==> src/rtl/sequential_divider.sv <==
// Multi-cycle restoring divider: one quotient bit per clock, start/done handshake.
// Define SEQ_DIVIDER_SIGNED_EN for two's-complement operands with truncating division.
module sequential_divider #(
  parameter int WIDTH = 16
) (
  input  logic             clk,
  input  logic             rst_n,
  input  logic             start,
  input  logic [WIDTH-1:0] dividend,
  input  logic [WIDTH-1:0] divisor,
  output logic [WIDTH-1:0] quotient,
  output logic [WIDTH-1:0] remainder,
  output logic             busy,
  output logic             done,
  output logic             div_by_zero
);

  localparam int CNT_W = $clog2(WIDTH + 1);

  typedef enum logic [1:0] {IDLE, CALC, DONE} state_t;

  state_t             state_q;
  logic [CNT_W-1:0]   cnt_q;
  logic [WIDTH-1:0]   prem_q;
  logic [WIDTH-1:0]   wdvd_q;
  logic [WIDTH-1:0]   dvs_q;
  logic [WIDTH-1:0]   quo_q;
  logic [WIDTH-1:0]   rem_q;
  logic               busy_q;
  logic               done_q;
  logic               dbz_q;

  logic [WIDTH:0]     shift_d;
  logic               take_d;
  logic [WIDTH-1:0]   prem_d;
  logic [WIDTH-1:0]   wdvd_d;
  logic [WIDTH-1:0]   quo_fin_d;
  logic [WIDTH-1:0]   rem_fin_d;
  logic               last_d;

`ifdef SEQ_DIVIDER_SIGNED_EN
  logic               qneg_q;
  logic               rneg_q;

  function automatic logic [WIDTH-1:0] mag(input logic [WIDTH-1:0] v);
    return v[WIDTH-1] ? -v : v;
  endfunction
`endif

  // Partial remainder never exceeds the divisor, so the shifted value fits WIDTH+1 bits
  always_comb begin
    shift_d = {prem_q, wdvd_q[WIDTH-1]};
    take_d  = (shift_d >= {1'b0, dvs_q});
    prem_d  = take_d ? WIDTH'(shift_d - {1'b0, dvs_q}) : shift_d[WIDTH-1:0];
    wdvd_d  = {wdvd_q[WIDTH-2:0], take_d};
    last_d  = (cnt_q == CNT_W'(1));
`ifdef SEQ_DIVIDER_SIGNED_EN
    quo_fin_d = qneg_q ? -wdvd_d : wdvd_d;
    rem_fin_d = rneg_q ? -prem_d : prem_d;
`else
    quo_fin_d = wdvd_d;
    rem_fin_d = prem_d;
`endif
  end

  always_ff @(posedge clk or negedge rst_n) begin
    if (!rst_n) begin
      state_q <= IDLE;
      cnt_q   <= '0;
      prem_q  <= '0;
      wdvd_q  <= '0;
      dvs_q   <= '0;
      quo_q   <= '0;
      rem_q   <= '0;
      busy_q  <= 1'b0;
      done_q  <= 1'b0;
      dbz_q   <= 1'b0;
`ifdef SEQ_DIVIDER_SIGNED_EN
      qneg_q  <= 1'b0;
      rneg_q  <= 1'b0;
`endif
    end else begin
      done_q <= 1'b0;
      case (state_q)
        IDLE, DONE: begin
          if (start) begin
            state_q <= CALC;
            cnt_q   <= CNT_W'(WIDTH);
            prem_q  <= '0;
            busy_q  <= 1'b1;
            dbz_q   <= 1'b0;
`ifdef SEQ_DIVIDER_SIGNED_EN
            // Raw dividend is kept for a zero divisor so the remainder echoes it unchanged
            dvs_q   <= mag(divisor);
            wdvd_q  <= (divisor == '0) ? dividend : mag(dividend);
            qneg_q  <= dividend[WIDTH-1] ^ divisor[WIDTH-1];
            rneg_q  <= dividend[WIDTH-1];
`else
            dvs_q   <= divisor;
            wdvd_q  <= dividend;
`endif
          end else begin
            state_q <= IDLE;
          end
        end
        CALC: begin
          if (dvs_q == '0) begin
            state_q <= DONE;
            cnt_q   <= '0;
            busy_q  <= 1'b0;
            done_q  <= 1'b1;
            dbz_q   <= 1'b1;
            quo_q   <= '1;
            rem_q   <= wdvd_q;
          end else begin
            prem_q <= prem_d;
            wdvd_q <= wdvd_d;
            cnt_q  <= cnt_q - CNT_W'(1);
            if (last_d) begin
              state_q <= DONE;
              busy_q  <= 1'b0;
              done_q  <= 1'b1;
              quo_q   <= quo_fin_d;
              rem_q   <= rem_fin_d;
            end
          end
        end
        default: state_q <= IDLE;
      endcase
    end
  end

  assign quotient    = quo_q;
  assign remainder   = rem_q;
  assign busy        = busy_q;
  assign done        = done_q;
  assign div_by_zero = dbz_q;

endmodule

==> config.mk <==
export PLATFORM = sky130hd
export DESIGN_NAME = sequential_divider
export DESIGN_NICKNAME = d
export VERILOG_FILES = /design/src/rtl/sequential_divider.sv
export SDC_FILE = /design/constraint.sdc
export NUM_CORES = 1
export LEC_CHECK = 0
export CAP_MARGIN = 10
export CORE_UTILIZATION = 59
export DETAILED_ROUTE_END_ITERATION = 7
export PLACE_DENSITY = 0.86
export REMOVE_ABC_BUFFERS = 1
export SETUP_SLACK_MARGIN = 0.02
export SLEW_MARGIN = 20
export SYNTH_ARGS = -nofsm -noshare
export SYNTH_HDL_FRONTEND = slang
export SYNTH_SLANG_ARGS = --single-unit
export TNS_END_PERCENT = 20
==> constraint.sdc <==
create_clock -name clk -period 4 [get_ports clk]
set_input_delay 0.6 -clock clk [delete_from_list [all_inputs] [get_ports clk]]
set_output_delay 0.6 -clock clk [all_outputs]
set_load 0.01 [all_outputs]
---- After elaboration in Yosys (flattened, before gate mapping) ----
Index checks and enable logic that the tools add are counted.
operators by class
  $add $sub $neg .......................... 2
  multiply operators ...................... 0
  div/mod/pow operators ................... 0
  magnitude comparators ................... 1
  equal/unequal tests ..................... 7
  shift-type cells ........................ 0
  muxes and demuxes ....................... 28
  bitwise gates (word level) .............. 0
  reduce and logical (&&, ||, !) cells .... 11
operator list
  kind                                                                    count
  16-bit 2-to-1 mux                                                       9
  16-bit one-hot mux with 2 select lines                                  2
  17-bit by 16-bit >= comparator with 1-bit output                        1
  16-bit logical NOT                                                      1
  16-bit subtractor                                                       1
  5-bit 2-to-1 mux                                                        2
  5-bit one-hot mux with 2 select lines                                   1
  1-bit 2-to-1 mux                                                        9
  3-bit AND reduction                                                     3
  2-bit inequality test (second input constant)                           3
  2-bit AND reduction                                                     3
  5-bit by 1-bit equality test with 1-bit output (second input constant)  1
  5-bit by 1-bit subtractor with 5-bit output (second input constant)     1
  2-bit 2-to-1 mux                                                        2
  1-bit one-hot mux with 2 select lines                                   2
  2-bit one-hot mux with 2 select lines                                   1
  2-bit nonzero test                                                      2
  3-bit inequality test (second input constant)                           1
  2-bit by 1-bit equality test with 1-bit output (second input constant)  1
  2-bit equality test (second input constant)                             1
  2-bit logical NOT                                                       1
  2-bit OR reduction                                                      1
storage, ports and cells
  flip-flop bits (word level) ............. 90
  latch bits .............................. 0
  memory bits (writable) .................. 0
  ROM bits ................................ 0
  input port bits ......................... 35
  output and inout port bits .............. 35
  logic and storage cells ................. 59
  memories kept ........................... 0

---- Longest topological paths before layout ----
Gate-level depths: netlist of the first run.
  depth in word-level cells ............... 4
  gate-level depth with buffers ........... 11
  gate-level depth less buffers ........... 11

---- Worst setup path after synthesis of the first run ----
OpenSTA, ideal clock, no wires.
  kind .................................... register -> register
  start point ............................. register wdvd_q[15]
  end point ............................... register rem_q[14] (netlist: remainder[14])
  library setup time ...................... 0.140 ns
  arrival time ............................ 2.386 ns
  required time ........................... 3.860 ns
  path slack .............................. 1.474 ns
  stages on the path, launching flop included .. 12
  path buffers ............................ 0
  clock period less this slack ............ 2.526 ns
  cells stage by stage .................... dfrtp_1 -> inv_1 -> ha_1 -> inv_1 -> fa_1 -> a211oi_1 -> o21bai_1 -> a211oi_2 -> nor3b_1 -> or3_1 -> a211oi_1 -> a211oi_1
between the ends
  cells in the longest elaborated chain, start to end .. 4
  elaborated cells on any way between the ends .. 5
  classes of those cells .................. add/sub: 1; order compare: 1; mux: 3
ends and longest elaborated chain
  item                                                                                   RTL line  RTL
  from (decl)                                                                            25        logic [WIDTH-1:0] wdvd_q;
  from (signal assigned)                                                                 100       wdvd_q <= dividend;
  from (signal assigned)                                                                 117       wdvd_q <= wdvd_d;
  16-bit subtractor or 17-bit by 16-bit >= comparator with 1-bit output (tied branches)  54, 53
  16-bit 2-to-1 mux (*)                                                                  54        prem_d = take_d ? WIDTH'(shift_d - {1'b0, dvs_q}) : shift_d[WIDTH-1:0];
  16-bit 2-to-1 mux (*)                                                                  119       if (last_d) begin
  16-bit 2-to-1 mux (*)                                                                  107       if (dvs_q == '0) begin
  to (signal assigned)                                                                   114       rem_q <= wdvd_q;
  to (signal assigned)                                                                   124       rem_q <= rem_fin_d;
  to (decl)                                                                              28        logic [WIDTH-1:0] rem_q;
Every way passes the cells marked *; elsewhere a longest branch is shown, timed or not. The select of a mux whose other input is x is not followed.
A chain may end at the register's enable or synchronous reset.

---- Worst setup path in the final report of the first run ----
Same ends and word-level chain as after synthesis.

==> results of run 1 <==
## cell type report
| type | instances | area share [%] |
|---|---|---|
| Multi-Input combinational cell | 397 | 40.22 |
| Clock inverter | 6 | 1.689 |
| Tap cell | 102 | 2.237 |
| Clock buffer | 10 | 2.412 |
| Inverter | 20 | 1.316 |
| Sequential cell | 90 | 39.47 |
| Timing Repair Buffer | 73 | 12.65 |
## power breakdown
group          switching (mW)  internal, mW
Sequential              0.361          1.38
Clock                   0.353         0.377
Combinational            2.08          1.48
Total                    2.80          3.24
## per-layer routing
metal / vias to the layer above / GRT usage [%]
met3: 19 / 4.146
met5: - / 0
li1: 1978 / -
met1: 2039 / 40.35
met2: 184 / 50.25
met4: 0 / 12.11
## logic make-up (layout without fill, tap and decap cells)
family,count (synthesis),after routing,synth area share [%]
muxes,14,14,3.057
xor gates and xnor gates,10,10,1.845
DFF,90,90,47.44
and+or+nand+nor,226,226,22.01
buffers and inverters,47,109,4.270
adders and majority gates,19,19,5.166
AOI/OAI and AO/OA,128,128,16.21
## worst min path at each step
stage	end	slack, ps	cells after the start
final	quotient[13]	270	1
after global placement	div_by_zero	460	2
after CTS	cnt_q[3]	480	1
after floorplan	busy	300	0
after detailed placement	quotient[6]	480	2
after global routing	cnt_q[3]	340	1
## cells in the mapped netlist (2+ instances only)
library cell | instances | area share, %
a211o_1 | 2 | 0.37
a211oi_1 | 5 | 0.79
a21o_1 | 4 | 0.63
a21oi_1 | 23 | 2.4
a21oi_2 | 2 | 0.37
a31oi_1 | 22 | 2.9
a32oi_1 | 2 | 0.37
and2_1 | 2 | 0.26
and3_1 | 3 | 0.40
buf_1 | 2 | 0.16
buf_2 | 2 | 0.21
clkbuf_1 | 21 | 1.7
dfrtp_1 | 90 | 47
ha_1 | 18 | 4.7
inv_1 | 20 | 1.6
mux2i_1 | 13 | 2.7
nand2_1 | 112 | 8.9
nand2b_1 | 5 | 0.66
nand3_1 | 32 | 3.4
nand3_2 | 3 | 0.63
nand4_1 | 5 | 0.66
nor2_1 | 37 | 2.9
nor2b_1 | 5 | 0.66
nor3_1 | 9 | 0.95
nor4_1 | 4 | 0.53
nor4_4 | 2 | 0.90
o211ai_1 | 2 | 0.32
o21ai_0 | 36 | 3.8
o21ai_1 | 10 | 1.1
o22ai_1 | 10 | 1.3
o31ai_1 | 3 | 0.47
xnor2_1 | 7 | 1.3
xor2_1 | 3 | 0.55
## worst max-delay path, delay by kind of cell (launching register included)
family                     cells  cell delay, ps
AOI/OAI and AO/OA              5            1060
adders and majority gates      2             650
and+or+nand+nor                2             500
DFF                            1             390
buffers and inverters          2             230
## flip-flops by register name, summed over array words and instances (netlist names)
signal and flops:
dvs_q 16, prem_q 16, quotient 16, remainder 16, wdvd_q 16, cnt_q 5, state_q 2, busy 1
div_by_zero 1, done 1
## metrics by stage
step / cells / instance area, um^2 / setup WS (ps)
3_3_place_gp: 682 / 5468 / 1091
3_5_place_dp: 682 / 5468 / 1066
4_1_cts: 698 / 5702 / 997.1
5_1_grt: 698 / 5705 / 802.0
6_report: 698 / 5705 / 977.3
2_1_floorplan: 507 / 4619 / 1177
==> run metrics, run 1 <==
Worst Skew=11.92 ps; H-tree Lvls=3; maximum number of pins on one net before global-route repair=91; Pwr Total=6.033 mW; crit path capture=remainder[14]; synthesized netlist cell count=roughly 530; crit path capture type=flip-flop; required time at the endpoint of the critical path=~4200 ps; Max Freq=between 300 and 400 MHz; area of the mapped netlist=about 4700 um^2; CTS sink cnt=90; cell chain of the critical path=inv_1 -> ha_1 -> inv_1 -> fa_1 -> a211oi_1 -> o21bai_1 -> a211oi_2 -> nor3b_1 -> or3_1 -> a211oi_1 -> a211oi_1; Detailed Routing Iterations Pass 1=5; detailed-route wire length on metal 1=5.238 mm; Clock Tree Root=clkbuf_8; filler cell count in the final layout=roughly 560; endpoint of the most critical register-to-register path=remainder[14]; area of combinational cells with multiple inputs=about 2300 um^2; first element of the critical path=wdvd_q[15]; Maximum Capacitance Violations=0; Die Height=91.70 um; Startpoint Class=flip-flop; total setup buffers inserted after CTS=0; Yosys warning count=0; status=finished, final reports clean; most common cell type on the critical path=a211oi_1; RD Place Congestion=roughly 0.9; Clock transition at path regs=about 100 ps; CTS tree=done; final count of negative-setup-slack endpoints=0; number of clock buffers inserted by TritonCTS=9; core area=7767 um^2; type of the worst setup path=flip-flop to flip-flop; RSZ-0062 raised after global routing=no; DRC violations left=0; # diodes=0; fraction of registers with async set or reset after synthesis=between 90% and 100%; slowest cell delay on critical path=roughly 430 ps; count of cell types in the netlist=51; ratio of cells with drive above 1 in the final layout=under 10%; end-of-flow core utilization=roughly three quarters; mean instance size in the synthesized netlist=8.890 um^2; combined global-route utilization of all metal layers=30.29%; full die area=about 8400 um^2; Seq. cell area=2252 um^2; initial standard-cell utilization of the core=about three fifths; source-to-sink clock delay at the later pin of the worst-skew pair=roughly 360 ps; remaining max-slew budget at the tightest pin=about 37%; WP data arrival=roughly 3200 ps; initial drt markers=between 300 and 400; worst r2r src=wdvd_q[15]; overflow left after global routing=0; number of ports placed on the die boundary=70; Longest Clk Path Bufs=2; Worst VDD drop=around 420 uV; routed wire length per instance=17.37 um; count of final max-slew check failures=0; most common cell after layout, fill and taps aside=nand2_1; minimum period implied by the final worst setup slack=around 3000 ps; Detail Route met2 WL=5.843 mm; port bufs=69; CP max-delay cell=fa_1; flop2flop setup slack=980 ps; post-cts resize count=0; average vias per placed instance=6.046; DR top layer=met4; total negative slack for setup checks=0 ps; DP Wirelength=approximately 8.6 mm; count of hold-fix buffers inserted at cts=0; Chip Width=between 90 and 100 um; Final Hold Violating Endpoints=0; Crit Path Max Fanout=4; EDFF count, synth=0; post-synthesis to final-layout area growth=20.19%; Post-Route Hold Slack=between 200 and 300 ps; prevailing post-synth register cell=dfrtp_1; final wirelength=12.12 mm; power density of the placed cells=about 1100 nW/um^2; register bit total from synthesis=90; commonest cells after routing, fill and taps aside=nand2_1 (112), dfrtp_1 (90), clkdlybuf4s50_1 (68); nets=roughly 650; wire length of the first global-routing pass=roughly 20 mm; Hold Path Class=input port to asynchronous set/reset pin; # rows=32; measured slew at the worst slew-check pin=~940 ps; Worst R2R Path Depth=11; vias after detailed routing=4,220; part of the Yosys area used for sequential elements=47.44%; remaining antenna violation count=0; sum of met3 wire segment lengths after detailed routing=a little under 800 um; share of the clock period used by the worst path after layout=75.57%; leakage component of the power=between 2 and 3 nW; initial antenna violation count=0; vias in the first global route=4,037
(Power assumes the default switching activity.)
==> run 2, diff against run 1 <==
Settings changed: CORE_UTILIZATION 59 to 55, PLACE_DENSITY 0.86 to 0.81.
Clock period 4 ns to 3 ns, I/O delays scaled along.
==> run metrics, run 2 (same netlist as run 1, synthesis figures left out) <==
status=finished, final reports clean; Crit Path Max Fanout=11 (+7); CTS sink cnt=90 (unchanged); maximum number of pins on one net before global-route repair=50 (-45%); Maximum Capacitance Violations=0 (unchanged); Final Hold Violating Endpoints=0 (unchanged); Worst R2R Path Depth=9 (-2); vias after detailed routing=4,162 (-1.4%); full die area=9007 um^2 (+7.1%); wire length of the first global-routing pass=19.54 mm (-2.1%); overflow left after global routing=0 (unchanged); average vias per placed instance=5.837 (-3.4%); remaining antenna violation count=0 (unchanged); DP Wirelength=8.775 mm (+1.6%); ratio of cells with drive above 1 in the final layout=8.059% (+2.0 points); Worst Slack Setup Final=206.4 ps (-770.9 ps); # rows=33 (+3.1%); H-tree Lvls=3 (unchanged); Die Height=94.91 um (+3.5%); Longest Clk Path Bufs=2 (unchanged); initial antenna violation count=0 (unchanged); RSZ-0062 raised after global routing=no; Max Freq=358.0 MHz (+8.2%); initial standard-cell utilization of the core=57.20% (-3.9 points); Startpoint Class=flip-flop; share of the clock period used by the worst path after layout=93.12% (+18 points); Place WS=178.4 ps (-887.9 ps); routed wire length per instance=16.55 um (-4.7%); power density of the placed cells=1385 nW/um^2 (+31%); minimum period implied by the final worst setup slack=2794 ps (-229.1 ps); final count of negative-setup-slack endpoints=0 (unchanged); most common cell after layout, fill and taps aside=nand2_1; Chip Width=94.91 um (+3.5%); count of hold-fix buffers inserted at cts=0 (unchanged); total negative slack for setup checks=0 ps (unchanged); leakage component of the power=2.582 nW (+1.4%); count of final max-slew check failures=0 (unchanged); filler cell count in the final layout=655 (+18%); combined global-route utilization of all metal layers=28.58% (-1.7 points); commonest cells after routing, fill and taps aside=nand2_1 (112), dfrtp_1 (90), clkdlybuf4s50_1 (68); # diodes=0 (unchanged); vias in the first global route=3,896 (-3.5%); Worst VDD drop=712.9 uV (+72%); final wirelength=11.80 mm (-2.7%); Hold Path Class=input port to asynchronous set/reset pin; number of clock buffers inserted by TritonCTS=9 (unchanged); Detailed Routing Iterations Pass 1=5 (unchanged); post-synthesis to final-layout area growth=21.48%; Clock transition at path regs=90 ps (about the same); Worst Skew=9.157 ps (-2.766 ps); measured slew at the worst slew-check pin=746.2 ps (-194.3 ps); core area=8299 um^2 (+6.8%); CTS tree=done; source-to-sink clock delay at the later pin of the worst-skew pair=360 ps (about the same); port bufs=69 (unchanged); type of the worst setup path=flip-flop to flip-flop; initial drt markers=319 (+0.63%); number of ports placed on the die boundary=70 (unchanged); crit path capture type=flip-flop; area of combinational cells with multiple inputs=2306 um^2 (+0.49%); WP data arrival=3010 ps (-210 ps); Seq. cell area=2252 um^2 (unchanged); remaining max-slew budget at the tightest pin=50.20% (+13 points); nets=657 (+1.9%); DRC violations left=0 (unchanged); Clock Tree Root=clkbuf_8; RD Place Congestion=0.8724 (-5.1%); required time at the endpoint of the critical path=3220 ps (-970 ps)
run 2: cell types whose count changed in the layout (fill, tap and decap cells not counted):
cell,delta
nor2_2,+1
o21bai_1,-1
bufinv_16,-1
buf_6,-1
clkinvlp_4,+1
o21bai_2,+1
a211oi_2,+1
clkbuf_1,+2
a211oi_1,-1
nor2_1,-1
buf_4,+13
clkbuf_8,-1
inv_8,-1
run 2: final timing paths:
kind / end / start / slack [ps]
worst max-delay path: remainder[6] / prem_q[13] / 210
worst min-delay path: quotient[13] / rst_n / 80
worst max register to register: remainder[6] / prem_q[13] / 210
worst min register to register: quotient[3] / quotient[3] / 490
max in group asynchronous: remainder[14] / rst_n / 2150
min in group clk: quotient[3] / quotient[3] / 490
run 2: per-layer routing:
metal  part of all wire [%]  track usage, %  wire length, um  up-vias
li1                       -               -                -     2006
met1                     45           41.12             5334     1981
met2                     47           44.90             5500      158
met3                    6.8           4.831              808       17
met4                    1.3           7.197              155        0
met5                      0               0                0        -
run 2: timing repair:
action | in CTS | in global routing
endpoints found under the setup margin | 0 | 1
resized for setup | 0 | 2
setup buffers | 0 | 1
run 2: through the flow:
stage                     total power, mW  hold WS [ps]  cells  instance area, um^2  util (%)
after floorplan                     5.451         154.4    507                 4619         -
after global placement              6.941         462.5    696                 5554     66.92
after detailed placement            7.065         473.2    696                 5554     66.92
after CTS                           7.915         103.9    712                 5748     69.26
after global routing                8.647         125.7    713                 5767     69.49
final                               7.990         83.84    713                 5767     69.49
run 2: final cells by class:
cell class / instances / area share [%]
clock buffers: 11 / 2.278
well taps: 105 / 2.278
flip-flops and latches: 90 / 39.05
clock inverters: 5 / 1.085
multi-input cells: 397 / 39.99
inverters: 20 / 1.302
repair buffers: 85 / 14.02
run 2: report_power, final:
part	total (mW)	internal, mW	leakage [nW]	switching (mW)
logic	4.85	2.08	1.40	2.77
clock network	0.839	0.391	0.0901	0.448
registers	2.30	1.83	1.09	0.468
total	7.99	4.30	2.58	3.69
run 2: worst max-delay path, stage by stage, from the launching register on:
cell	delay, ps
dfrtp_1	420
ha_1	410
nand3_2	160
nor4_4	370
nand3_1	130
nand4_1	150
a21o_1	280
buf_4	290
mux2i_1	340
a21oi_1	110
==> run 3, diff against run 2 <==
Settings changed: ABC_CLOCK_PERIOD_IN_PS set to 3000.
==> results of run 3 <==
The final DEF is identical to that of run 2; final timing and power are the same.
